===== config.mk =====
export PLATFORM = sky130hd
export DESIGN_NAME = lvl_state_scanner
export DESIGN_NICKNAME = d
export VERILOG_FILES = /design/src/rtl/lvl_state_scanner.sv
export SDC_FILE = /design/constraint.sdc
export NUM_CORES = 1
export LEC_CHECK = 0
export CAP_MARGIN = 0
export CORE_UTILIZATION = 55
export CTS_CLUSTER_DIAMETER = 150
export DETAILED_ROUTE_END_ITERATION = 6
export GPL_TIMING_DRIVEN = 0
export PLACE_DENSITY = 0.92
export SLEW_MARGIN = 0
export SYNTH_ARGS = -nofsm -noshare
export SYNTH_HDL_FRONTEND = slang
export SYNTH_SLANG_ARGS = --single-unit

===== constraint.sdc =====
create_clock -name clk -period 7.1 [get_ports clk]
set_input_delay 1.42 -clock clk [delete_from_list [all_inputs] [get_ports clk]]
set_output_delay 1.42 -clock clk [all_outputs]
set_load 0.01 [all_outputs]

===== src/rtl/lvl_state_scanner.sv =====
// lvl_state_scanner
//
// Walks the level-state BRAM downward from a start level, looking for the
// first level whose has_bkt flag is 0. One read is issued per cycle and the
// BRAM read latency is a parameter. A lower scan bound is supported. Three
// modes are available: find-only, find+mark, and find+mark+clear. The block
// reports not-found and can be aborted mid-scan. While apply_find_o is high
// this block owns the level-state BRAM ports.
//
// Ports:
//   clk, rst              clock, synchronous active-high reset
//   start_find            start request, sampled only in IDLE
//   abort_i               abandon the current scan
//   mode_i                0 find+mark, 1 find only, 2 find+mark+clear, 3 = 1
//   bkt_lvl_i             start level (scanned first)
//   lvl_floor_i           lowest level scanned
//   apply_find_o          BRAM mux ownership
//   done_find             one-cycle completion pulse
//   found_o               hit flag
//   bkt_lvl_o, bkt_bin_o  hit level and its bin id
//   scan_cnt_o            words examined, including the hit
//   ram_*_ls_*            level-state BRAM read/write ports, word = {bin_id, has_bkt}

module lvl_state_scanner #(
    parameter int WIDTH_LVL             = 16,
    parameter int WIDTH_BIN_ID          = 10,
    parameter int WIDTH_LVL_STATES      = 11,
    parameter int ADDR_WIDTH_LVL_STATES = 9,
    parameter int RD_LATENCY            = 1
) (
    input  logic                             clk,
    input  logic                             rst,
    input  logic                             start_find,
    input  logic                             abort_i,
    input  logic [1:0]                       mode_i,
    input  logic [WIDTH_LVL-1:0]             bkt_lvl_i,
    input  logic [WIDTH_LVL-1:0]             lvl_floor_i,
    output logic                             apply_find_o,
    output logic                             done_find,
    output logic                             found_o,
    output logic [WIDTH_LVL-1:0]             bkt_lvl_o,
    output logic [WIDTH_BIN_ID-1:0]          bkt_bin_o,
    output logic [WIDTH_LVL-1:0]             scan_cnt_o,
    output logic [ADDR_WIDTH_LVL_STATES-1:0] ram_raddr_ls_o,
    input  logic [WIDTH_LVL_STATES-1:0]      ram_rdata_ls_i,
    output logic                             ram_we_ls_o,
    output logic [ADDR_WIDTH_LVL_STATES-1:0] ram_waddr_ls_o,
    output logic [WIDTH_LVL_STATES-1:0]      ram_wdata_ls_o
);

    typedef enum logic [2:0] {IDLE, ISSUE, DRAIN, MARK, DONE} state_t;

    localparam int DRAIN_W = $clog2(2 * RD_LATENCY + 1);
    // After a hit, wait RD_LATENCY cycles. After the floor issue, first wait
    // for the floor word to return, then wait the same RD_LATENCY cycles a
    // hit on that word would need. This way both endings share one timing.
    localparam logic [DRAIN_W-1:0]   DRAIN_HIT   = DRAIN_W'(RD_LATENCY - 1);
    localparam logic [DRAIN_W-1:0]   DRAIN_FLOOR = DRAIN_W'(2 * RD_LATENCY - 1);
    localparam logic [WIDTH_LVL-1:0] LVL_ONE     = {{(WIDTH_LVL-1){1'b0}}, 1'b1};

    state_t                  state;
    logic [WIDTH_LVL-1:0]    floor_q;
    logic [WIDTH_LVL-1:0]    issue_lvl;
    logic                    issue_vld;
    logic                    mark_en;
    logic                    clr_en;
    logic [DRAIN_W-1:0]      drain_cnt;
    logic [RD_LATENCY-1:0]   pipe_vld;
    logic [WIDTH_LVL-1:0]    pipe_lvl [RD_LATENCY];

    logic                    start_ok;
    logic                    abort_ok;
    logic                    ret_vld;
    logic [WIDTH_LVL-1:0]    ret_lvl;
    logic [WIDTH_BIN_ID-1:0] ret_bin;
    logic                    hit;
    logic                    clr_hit;
    logic [WIDTH_LVL-1:0]    next_lvl;

    assign start_ok = (state == IDLE) && start_find;
    assign abort_ok = (state != IDLE) && abort_i;
    assign next_lvl = issue_lvl - LVL_ONE;

    // A returned word only counts while scanning and before the first hit.
    // Words that arrive after the hit are dropped here.
    assign ret_vld = pipe_vld[RD_LATENCY-1] && !found_o && ((state == ISSUE) || (state == DRAIN));
    assign ret_lvl = pipe_lvl[RD_LATENCY-1];
    assign ret_bin = ram_rdata_ls_i[WIDTH_LVL_STATES-1:1];
    assign hit     = ret_vld && !ram_rdata_ls_i[0];
    assign clr_hit = ret_vld && ram_rdata_ls_i[0] && clr_en;

    // The in-flight tracker follows each outstanding read so its level lines
    // up with the returning data. It is flushed on start and on abort, so
    // stale reads cannot leak into a new scan.
    always_ff @(posedge clk) begin
        if (rst || start_ok || abort_ok) begin
            pipe_vld <= '0;
        end else begin
            for (int i = RD_LATENCY - 1; i > 0; i--) begin
                pipe_vld[i] <= pipe_vld[i-1];
            end
            pipe_vld[0] <= issue_vld;
        end
        for (int i = RD_LATENCY - 1; i > 0; i--) begin
            pipe_lvl[i] <= pipe_lvl[i-1];
        end
        pipe_lvl[0] <= issue_lvl;
    end

    // Main control: state, read issue, result capture and all write traffic.
    // Write ports default to zero every cycle, so they are driven only in
    // the single cycle of a clear or mark write.
    always_ff @(posedge clk) begin
        if (rst) begin
            state          <= IDLE;
            floor_q        <= '0;
            issue_lvl      <= '0;
            issue_vld      <= 1'b0;
            mark_en        <= 1'b0;
            clr_en         <= 1'b0;
            drain_cnt      <= '0;
            apply_find_o   <= 1'b0;
            done_find      <= 1'b0;
            found_o        <= 1'b0;
            bkt_lvl_o      <= '0;
            bkt_bin_o      <= '0;
            scan_cnt_o     <= '0;
            ram_raddr_ls_o <= '0;
            ram_we_ls_o    <= 1'b0;
            ram_waddr_ls_o <= '0;
            ram_wdata_ls_o <= '0;
        end else begin
            ram_we_ls_o    <= 1'b0;
            ram_waddr_ls_o <= '0;
            ram_wdata_ls_o <= '0;
            done_find      <= 1'b0;

            if (abort_ok) begin
                state          <= IDLE;
                issue_vld      <= 1'b0;
                ram_raddr_ls_o <= '0;
                apply_find_o   <= 1'b0;
            end else begin
                case (state)
                    IDLE: begin
                        apply_find_o <= 1'b0;
                        if (start_find) begin
                            apply_find_o <= 1'b1;
                            floor_q      <= lvl_floor_i;
                            mark_en      <= (mode_i == 2'd0) || (mode_i == 2'd2);
                            clr_en       <= (mode_i == 2'd2);
                            scan_cnt_o   <= '0;
                            found_o      <= 1'b0;
                            bkt_lvl_o    <= '0;
                            bkt_bin_o    <= '0;
                            if (bkt_lvl_i < lvl_floor_i) begin
                                // Empty range. Spend one idle drain cycle
                                // with no reads, then report not-found.
                                state     <= DRAIN;
                                drain_cnt <= '0;
                            end else begin
                                state          <= ISSUE;
                                issue_vld      <= 1'b1;
                                issue_lvl      <= bkt_lvl_i;
                                ram_raddr_ls_o <= ADDR_WIDTH_LVL_STATES'(bkt_lvl_i);
                            end
                        end
                    end
                    ISSUE: begin
                        if (hit) begin
                            issue_vld      <= 1'b0;
                            ram_raddr_ls_o <= '0;
                            drain_cnt      <= DRAIN_HIT;
                            state          <= DRAIN;
                        end else if (issue_lvl == floor_q) begin
                            issue_vld      <= 1'b0;
                            ram_raddr_ls_o <= '0;
                            drain_cnt      <= DRAIN_FLOOR;
                            state          <= DRAIN;
                        end else begin
                            issue_lvl      <= next_lvl;
                            ram_raddr_ls_o <= ADDR_WIDTH_LVL_STATES'(next_lvl);
                        end
                    end
                    DRAIN: begin
                        if (hit) begin
                            drain_cnt <= DRAIN_HIT;
                        end else if (drain_cnt == '0) begin
                            if (found_o && mark_en) begin
                                state          <= MARK;
                                ram_we_ls_o    <= 1'b1;
                                ram_waddr_ls_o <= ADDR_WIDTH_LVL_STATES'(bkt_lvl_o);
                                ram_wdata_ls_o <= {bkt_bin_o, 1'b1};
                            end else begin
                                state     <= DONE;
                                done_find <= 1'b1;
                            end
                        end else begin
                            drain_cnt <= drain_cnt - 1'b1;
                        end
                    end
                    MARK: begin
                        state     <= DONE;
                        done_find <= 1'b1;
                    end
                    DONE: begin
                        state <= IDLE;
                    end
                    default: begin
                        state <= IDLE;
                    end
                endcase

                if (ret_vld) begin
                    scan_cnt_o <= scan_cnt_o + LVL_ONE;
                end
                if (hit) begin
                    found_o   <= 1'b1;
                    bkt_lvl_o <= ret_lvl;
                    bkt_bin_o <= ret_bin;
                end
                // Levels above the hit still carrying a bucket get their flag
                // cleared one cycle after the word returns. These writes
                // always finish before MARK, so they never collide with it.
                if (clr_hit) begin
                    ram_we_ls_o    <= 1'b1;
                    ram_waddr_ls_o <= ADDR_WIDTH_LVL_STATES'(ret_lvl);
                    ram_wdata_ls_o <= {ret_bin, 1'b0};
                end
            end
        end
    end

endmodule


======== Yosys cells after proc, flatten, opt, wreduce, memory -nomap -nowiden ========
Memory sizes are Yosys's and may differ from the RTL's.
Cells that the tools add are included.
operators by class
  add/sub/neg operators ................... 3
  order comparisons ....................... 1
  equality and inequality tests ........... 14
  mux-type cells .......................... 60
  bitwise gates (word level) .............. 3
  reductions and logical operators ........ 34
operator list
  cell                                                 number
  two-way mux 16 bit                                   8
  two-way mux 9 bit                                    9
  two-way mux 11 bit                                   5
  one-hot mux 16 bit (2 select lines)                  1
  two-way mux 10 bit                                   3
  two-way mux 3 bit                                    6
  one-hot mux 9 bit (2 select lines)                   1
  adder 16 x 1 -> 16 bit (second input constant)       1
  == test 16 bit                                       1
  < comparator 16 bit                                  1
  two-way mux 1 bit                                    16
  subtractor 16 x 1 -> 16 bit (second input constant)  1
  two-way mux 2 bit                                    7
  one-hot mux 3 bit (4 select lines)                   1
  AND reduction 3 bit                                  4
  AND reduction 6 bit                                  2
  != test 2 bit (second input constant)                5
  nonzero test 2 bit                                   5
  logical AND 1 bit                                    8
  AND reduction 4 bit                                  2
  == test 3 x 2 -> 1 bit (second input constant)       2
  one-hot mux 2 bit (3 select lines)                   1
  nonzero test 3 bit                                   2
  OR reduction 6 bit                                   1
  other kinds (13)                                     22
word-level totals
  register bits ........................... 116
  memory bits (writable) .................. 16
  logic and storage cells ................. 135
  memories kept ........................... 1
memory list
  name      depth  bits a word  rd ports  clocked after memory_dff  wr ports  RTL line  RTL
  pipe_lvl  1      16           1         0                         1         69        logic [WIDTH_LVL-1:0] pipe_lvl [RD_LATENCY];

======== Logic depth before layout (Yosys ltp) ========
  depth after elaboration ................. 7
  mapped depth ............................ 9
  depth with buffers taken out ............ 8

======== Least setup slack after synthesis ========
Ideal clock, no wire load.
  path kind ............................... input-to-reg
  from .................................... input port lvl_floor_i[14]
  to ...................................... register issue_lvl[5]
  library setup time ...................... 0.117 ns
  arrival ................................. 3.322 ns
  path slack .............................. 3.661 ns
  stages on the path ...................... 9
  buffers on the path ..................... 1
  cell sequence ........................... inv_1 ha_1 nand4_1 nor3_1 a311oi_2 a21oi_1 clkbuf_1 o22ai_1 a32o_1
between the ends
  cells in the longest elaborated chain, start to end .. 3
ends and longest elaborated chain
  item                                  RTL line  RTL
  start, declared                       37        input logic [WIDTH_LVL-1:0] lvl_floor_i,
  < comparator 16 bit                   156       if (bkt_lvl_i < lvl_floor_i) begin
  != test 2 bit (no source line)        n/a
  AND reduction 6 bit (no source line)  n/a
  end signal, assigned                  164       issue_lvl <= bkt_lvl_i;
  end signal, assigned                  181       issue_lvl <= next_lvl;
  end, declared                         63        logic [WIDTH_LVL-1:0] issue_lvl;
Every way passes these cells.
A chain may end at the register's enable or synchronous reset.

======== Worst setup path in the final report ========
Ends and elaborated chain as after synthesis.

==> results.json <==
{
  "firstDrtPassIters": 5,
  "hold_viol_final": 0,
  "period_needed_ns": 4.13,
  "power.net_switching_uw": 879,
  "leakage_uw": 0.00295,
  "syn2layout_area_growth_pct": 33.7,
  "place_area_mm2": 0.00728,
  "antenna_found_initial": 0,
  "die_x_um": 105,
  "grt_max_degree": 17,
  "power_uw": 2510,
  "layout-drive-gt1-share_pct": 5.52,
  "max_freq_ghz": 0.242,
  "critPathRequiredTime_ns": 7.51,
  "grt_pass1_wl_mm": 28.2,
  "clock_latency_ns": 0.52,
  "worst_ir_drop_vdd_uv": 196,
  "yosys_most_used_dff": "dfxtp_1",
  "cts.clk_slew.worst_paths_ns": 0.06,
  "ys_seq_area_share_pct": 44.9,
  "fp.dieArea_mm2": 0.0111,
  "fin_skew_ns": 0.00754,
  "clkSinkCount": 132,
  "hold_class": "register to register",
  "gr-total-overflow": 0,
  "final-setup-viol-count": 0,
  "worstPathArrival_ns": 4.53,
  "slew_headroom_pct": 28.0,
  "synth_edf_count": 0,
  "ioPinCount": 124,
  "crit_path_start": "lvl_floor_i[14]",
  "track_usage_pct": 32.7,
  "root_buffer": "clkbuf_8",
  "stdcell_area_mm2": 0.00787,
  "vias_per_cell": 5.97,
  "post-place-ws_ns": 2.53,
  "yosys_register_bits": 132,
  "fin_crit_sh_pct": 58.1,
  "worst-setup-path-type": "primary input to register",
  "initial_utilization_pct": 56.8,
  "ff2ff_path_depth": 7,
  "synth_area_mm2": 0.00589,
  "post-cts-setup-buffer-count": 0,
  "postSynthCellCount": 699,
  "clockBufferDepth": 2,
  "synthTopCellsByArea": "dfxtp_1, nand2_1, a21oi_1",
  "synth-warning-count": 0,
  "synth_area_per_cell_um2": 8.42,
  "postRouteWirelength_mm": 17.9,
  "critPathMaxFanout": 10,
  "cap_violations": 0,
  "comb_power_share_pct": 29.6,
  "status": "complete, no violations",
  "ant_nets": 0,
  "num_vias": 5898,
  "worst_slew_pin_slew_ns": 1.08,
  "synth.top_cell.area_share_pct": 44.9,
  "grt_pass1_vias": 5469,
  "finalMaxSlewViolations": 0,
  "rsz0062_at_grt": "no",
  "syn-num-nets": 766,
  "place.port_buffers": 122,
  "numCtsBuffers": 17,
  "diodes": 0,
  "rows": 37,
  "post-dp-hpwl_mm": 13.3,
  "intPower_uw": 1630,
  "final_nets": 907,
  "setup-tns-final_ns": 0,
  "async_flop_share_pct": 0,
  "drt_iter0_drc": 512,
  "ys_types": 58,
  "fin_ws_ns": 2.97,
  "globalplace.congestion": 0.984,
  "cts_hold_buf": 0,
  "r2r-end": "issue_lvl[14]$_SDFFE_PP0P_",
  "drc": 0,
  "r2r-start": "found_o$_SDFFE_PP0P_",
  "layout_common_cells": "dfxtp_1, clkdlybuf4s50_1, nand2_1, a21oi_1, nor2_1",
  "power.density_mw_per_mm2": 319,
  "cts_max_level": 4,
  "die_y_um": 105,
  "yosysTopAreaCell": "dfxtp_1",
  "seqPwrFrac_pct": 35.4,
  "p_clk_share_pct": 35.0,
  "routedWlPerCell_um": 18.2,
  "ctsResizeCount": 0,
  "endpoint": "issue_lvl[5]$_SDFFE_PP0P_",
  "layout_commonest_cell": "dfxtp_1",
  "cts_tree": "yes",
  "swShare_pct": 35.0,
  "critPathLaunchType": "primary input",
  "r2r_slack_ns": 4.18,
  "coreArea_mm2": 0.0104,
  "critPathCaptureType": "register"
}
==> cells in the mapped netlist (all sizes together), types with 3 or more instances <==
| cell | count |
|---|---|
| dfxtp | 132 |
| clkbuf | 38 |
| a21boi | 5 |
| a211oi | 10 |
| xnor2 | 8 |
| xor2 | 28 |
| buf | 10 |
| ha | 18 |
| nand3 | 46 |
| and3 | 3 |
| nor2 | 48 |
| and2 | 7 |
| a31oi | 4 |
| a21oi | 74 |
| nor3 | 17 |
| o31a | 3 |
| nor4b | 5 |
| nand4 | 5 |
| o32ai | 3 |
| or3 | 5 |
| a22oi | 5 |
| o21ai | 16 |
| nand2 | 101 |
| o21a | 3 |
| a311oi | 3 |
| inv | 25 |
| o22ai | 3 |
| nor3b | 3 |
| and4 | 3 |
| nor4 | 11 |
| o2111ai | 4 |
| a22o | 16 |
| o31ai | 10 |
| nand2b | 5 |
==> final cells by class <==
class	instances	area [um2]
timing repair buffer	122	1220
clock inverter	14	178
buffer	48	194
tap	136	170
fill	745	2500
multi-input combinational	494	2960
clock buffer	17	414
inverter	25	93.8
sequential	132	2640
==> cells by family (layout without fill, tap and decap cells) <==
logic type,Yosys count,after routing,synth area share [%]
flops,132,132,44.9
mux,1,1,0.170
compound gates,174,174,19.6
fa+ha+maj,18,18,3.82
buf+inv,73,226,4.89
simple gates,265,265,21.3
xor+xnor,36,36,5.35
==> metrics by stage <==
step | util [%] | hold WS [ns] | std cells
CTS | 75.9 | 0.355 | 988
global placement | 70.2 | 0.335 | 957
floorplan | - | 0.329 | 699
finish | 75.9 | 0.354 | 988
global route | 75.9 | 0.360 | 988
detailed placement | 70.2 | 0.341 | 957
==> sequential cells by signal (all words and copies together) (netlist names) <==
name	cells
state	3
floor_q	16
drain_cnt	2
done_find	1
issue_vld	1
ram_we_ls_o	1
pipe_lvl	16
pipe_vld	1
issue_lvl	16
mark_en	1
ram_wdata_ls_o	11
clr_en	1
bkt_lvl_o	16
found_o	1
bkt_bin_o	10
apply_find_o	1
ram_waddr_ls_o	9
scan_cnt_o	16
ram_raddr_ls_o	9
==> worst max-delay path: stages <==
cell	delay, ns
clkdlybuf4s50_1	0.49
inv_1	0.05
ha_1	0.31
nand4_1	0.19
nor3_1	0.33
a311oi_2	0.25
a21oi_1	0.49
clkbuf_1	0.53
o22ai_1	0.18
a32o_1	0.29
==> worst min path at each step <==
stage	slack [ns]	start	cells past startpoint	end
2_1_floorplan	0.33	issue_lvl[10]$_SDFFE_PP0P_	0	pipe_lvl[0][10]$_DFF_P_
3_3_place_gp	0.33	issue_lvl[5]$_SDFFE_PP0P_	0	pipe_lvl[0][5]$_DFF_P_
3_5_place_dp	0.34	issue_lvl[10]$_SDFFE_PP0P_	0	pipe_lvl[0][10]$_DFF_P_
4_1_cts	0.36	issue_lvl[10]$_SDFFE_PP0P_	0	pipe_lvl[0][10]$_DFF_P_
5_1_grt	0.36	issue_lvl[10]$_SDFFE_PP0P_	0	pipe_lvl[0][10]$_DFF_P_
6_report	0.35	issue_lvl[11]$_SDFFE_PP0P_	0	pipe_lvl[0][11]$_DFF_P_
==> layer usage <==
metal  global-route usage [%]  share of wire [%]
met1                     40.3                 40
met2                     55.0                 48
met3                     7.24                8.9
met4                     13.5                2.9
met5                        0                  0
==> power groups by stage <==
stage | Combinational [uW] | Sequential (uW) | Clock, uW
finish | 743 | 888 | 878
global placement | 702 | 896 | 0
floorplan | 481 | 890 | 0
CTS | 721 | 886 | 881
detailed placement | 710 | 901 | 0
global route | 801 | 895 | 920
Power figures use the tool's default switching activity.
==> variant (config.mk and constraints unchanged) <==
Register the input `bkt_lvl_i` before use, cleared by the reset. The logic sees it one clock later. The other inputs are not delayed to match.
--- a/src/rtl/lvl_state_scanner.sv
+++ b/src/rtl/lvl_state_scanner.sv
@@ -57,6 +57,16 @@
     localparam logic [DRAIN_W-1:0]   DRAIN_HIT   = DRAIN_W'(RD_LATENCY - 1);
     localparam logic [DRAIN_W-1:0]   DRAIN_FLOOR = DRAIN_W'(2 * RD_LATENCY - 1);
     localparam logic [WIDTH_LVL-1:0] LVL_ONE     = {{(WIDTH_LVL-1){1'b0}}, 1'b1};
+
+    logic [WIDTH_LVL-1:0] bkt_lvl_q;
+
+    always_ff @(posedge clk) begin
+        if (rst) begin
+            bkt_lvl_q <= '0;
+        end else begin
+            bkt_lvl_q <= bkt_lvl_i;
+        end
+    end
 
     state_t                  state;
     logic [WIDTH_LVL-1:0]    floor_q;
@@ -153,7 +163,7 @@
                             found_o      <= 1'b0;
                             bkt_lvl_o    <= '0;
                             bkt_bin_o    <= '0;
-                            if (bkt_lvl_i < lvl_floor_i) begin
+                            if (bkt_lvl_q < lvl_floor_i) begin
                                 // Empty range. Spend one idle drain cycle
                                 // with no reads, then report not-found.
                                 state     <= DRAIN;
@@ -161,8 +171,8 @@
                             end else begin
                                 state          <= ISSUE;
                                 issue_vld      <= 1'b1;
-                                issue_lvl      <= bkt_lvl_i;
-                                ram_raddr_ls_o <= ADDR_WIDTH_LVL_STATES'(bkt_lvl_i);
+                                issue_lvl      <= bkt_lvl_q;
+                                ram_raddr_ls_o <= ADDR_WIDTH_LVL_STATES'(bkt_lvl_q);
                             end
                         end
                     end
Function: changed (Yosys sat finds a counterexample within 4 cycles, from zero or initial values and one cycle with rst high).
==> variant against the unedited design <==
Critical path depth is 1 lower; non-clock buffer count is 2 lower; routed wire length is 4.1% lower; highest routed layer unchanged; sequential cell count is 16 higher; count of clock-buffer cells in the layout stayed put; critical endpoint is now ram_raddr_ls_o[5]; final area is 7.2% higher; area after synthesis is 9.7% higher; power is 4.4% lower; setup slack better by 460 ps; critical path type unchanged.
==> variant: results <==
[status]
status = finished, final reports clean

[placement]
placed_cell_area_sq_um = 7870
dp.cells = 969
portBuffers = 123

[finish]
drive_gt1_share_pct = 10.7
final_nets = 912

[global_routing]
grt_pass1_vias = 5544
grt_pass1_wl_um = 27200
grt_use_total_pct = 29.6
use_met3_pct = 5.88

[yosys]
muxShareOfSynthArea_pct = 0.465
syn-num-nets = 770
synth_cell_types = 77
synth.top_cells.by_count = dfxtp_1 (148), nand2_1 (85), a21oi_1 (66), nor2_1 (44), xor2_1 (34)
synthTopCellsByArea = dfxtp_1 (46%), a21oi_1 (5.1%), nand2_1 (4.9%), xor2_1 (4.6%), ha_1 (3.5%)
synth_fa_ha_area_share_pct = 3.64
syn_inst = 703
synth_compound_area_share_pct = 17.4

[drt]
wl_per_cell_um = 17.2
drt-initial-drc-count = 538
via_count = 5807

[min_path]
worstHoldStart = issue_lvl[4]
min_to = pipe_lvl[0][4]

[pwr]
leakage_nw = 3.32
ir_drop_mv = 0.194

[critical_path]
r2r_end = ram_raddr_ls_o[5]
r2r_slack_ps = 4640
rr_startpoint = bkt_lvl_q[15]
cp.arrival_ps = 3960
critPathSlowestCell = o21ai_1

[clock_network]
cts_root_buf = clkbuf_16
clock_latency_ps = 430
-- variant: layout make-up --
type,instances,area (sq um)
fillers,838,2980
clock inverters,15,145
clock buffers,17,425
well taps,143,179
multi-input cells,487,3180
plain buffers,45,228
repair buffers,123,1230
flip-flops and latches,148,2960
inverters,23,86.3
-- variant: how the worst max path moves through the flow --
stage                         start                end  depth (start not counted)
global route        lvl_floor_i[15]  ram_raddr_ls_o[5]                          9
CTS                 lvl_floor_i[15]  ram_raddr_ls_o[5]                          9
detailed placement  lvl_floor_i[15]  ram_raddr_ls_o[0]                          9
floorplan           lvl_floor_i[13]       issue_lvl[3]                          9
finish              lvl_floor_i[15]  ram_raddr_ls_o[5]                          9
global placement    lvl_floor_i[15]  ram_raddr_ls_o[8]                          9
-- variant: cells by family (layout without fill, tap and decap cells) --
logic type | after synthesis | count (layout)
and+or+nand+nor | 263 | 263
adders and majority gates | 19 | 19
buffers and inverters | 68 | 223
DFF | 148 | 148
xor gates and xnor gates | 43 | 43
AOI/OAI and AO/OA | 159 | 159
muxes | 3 | 3
-- variant: report_power, final --
group          switching [mW]  internal (mW)  total (mW)
Clock                   0.391          0.462       0.853
Combinational           0.348          0.243       0.591
Sequential             0.0578          0.898       0.956
-- variant: routing by layer --
metal	up-vias	share of wire, %
li1	2760	-
met4	0	3.7
met5	-	0
met1	2702	43
met3	54	7.1
met2	291	46
-- variant: per-stage QoR --
stage / setup WS (ps) / hold WS [ps]
floorplan: 3850 / 326
global placement: 3060 / 331
detailed placement: 3000 / 334
CTS: 3430 / 344
global route: 3210 / 352
finish: 3430 / 348
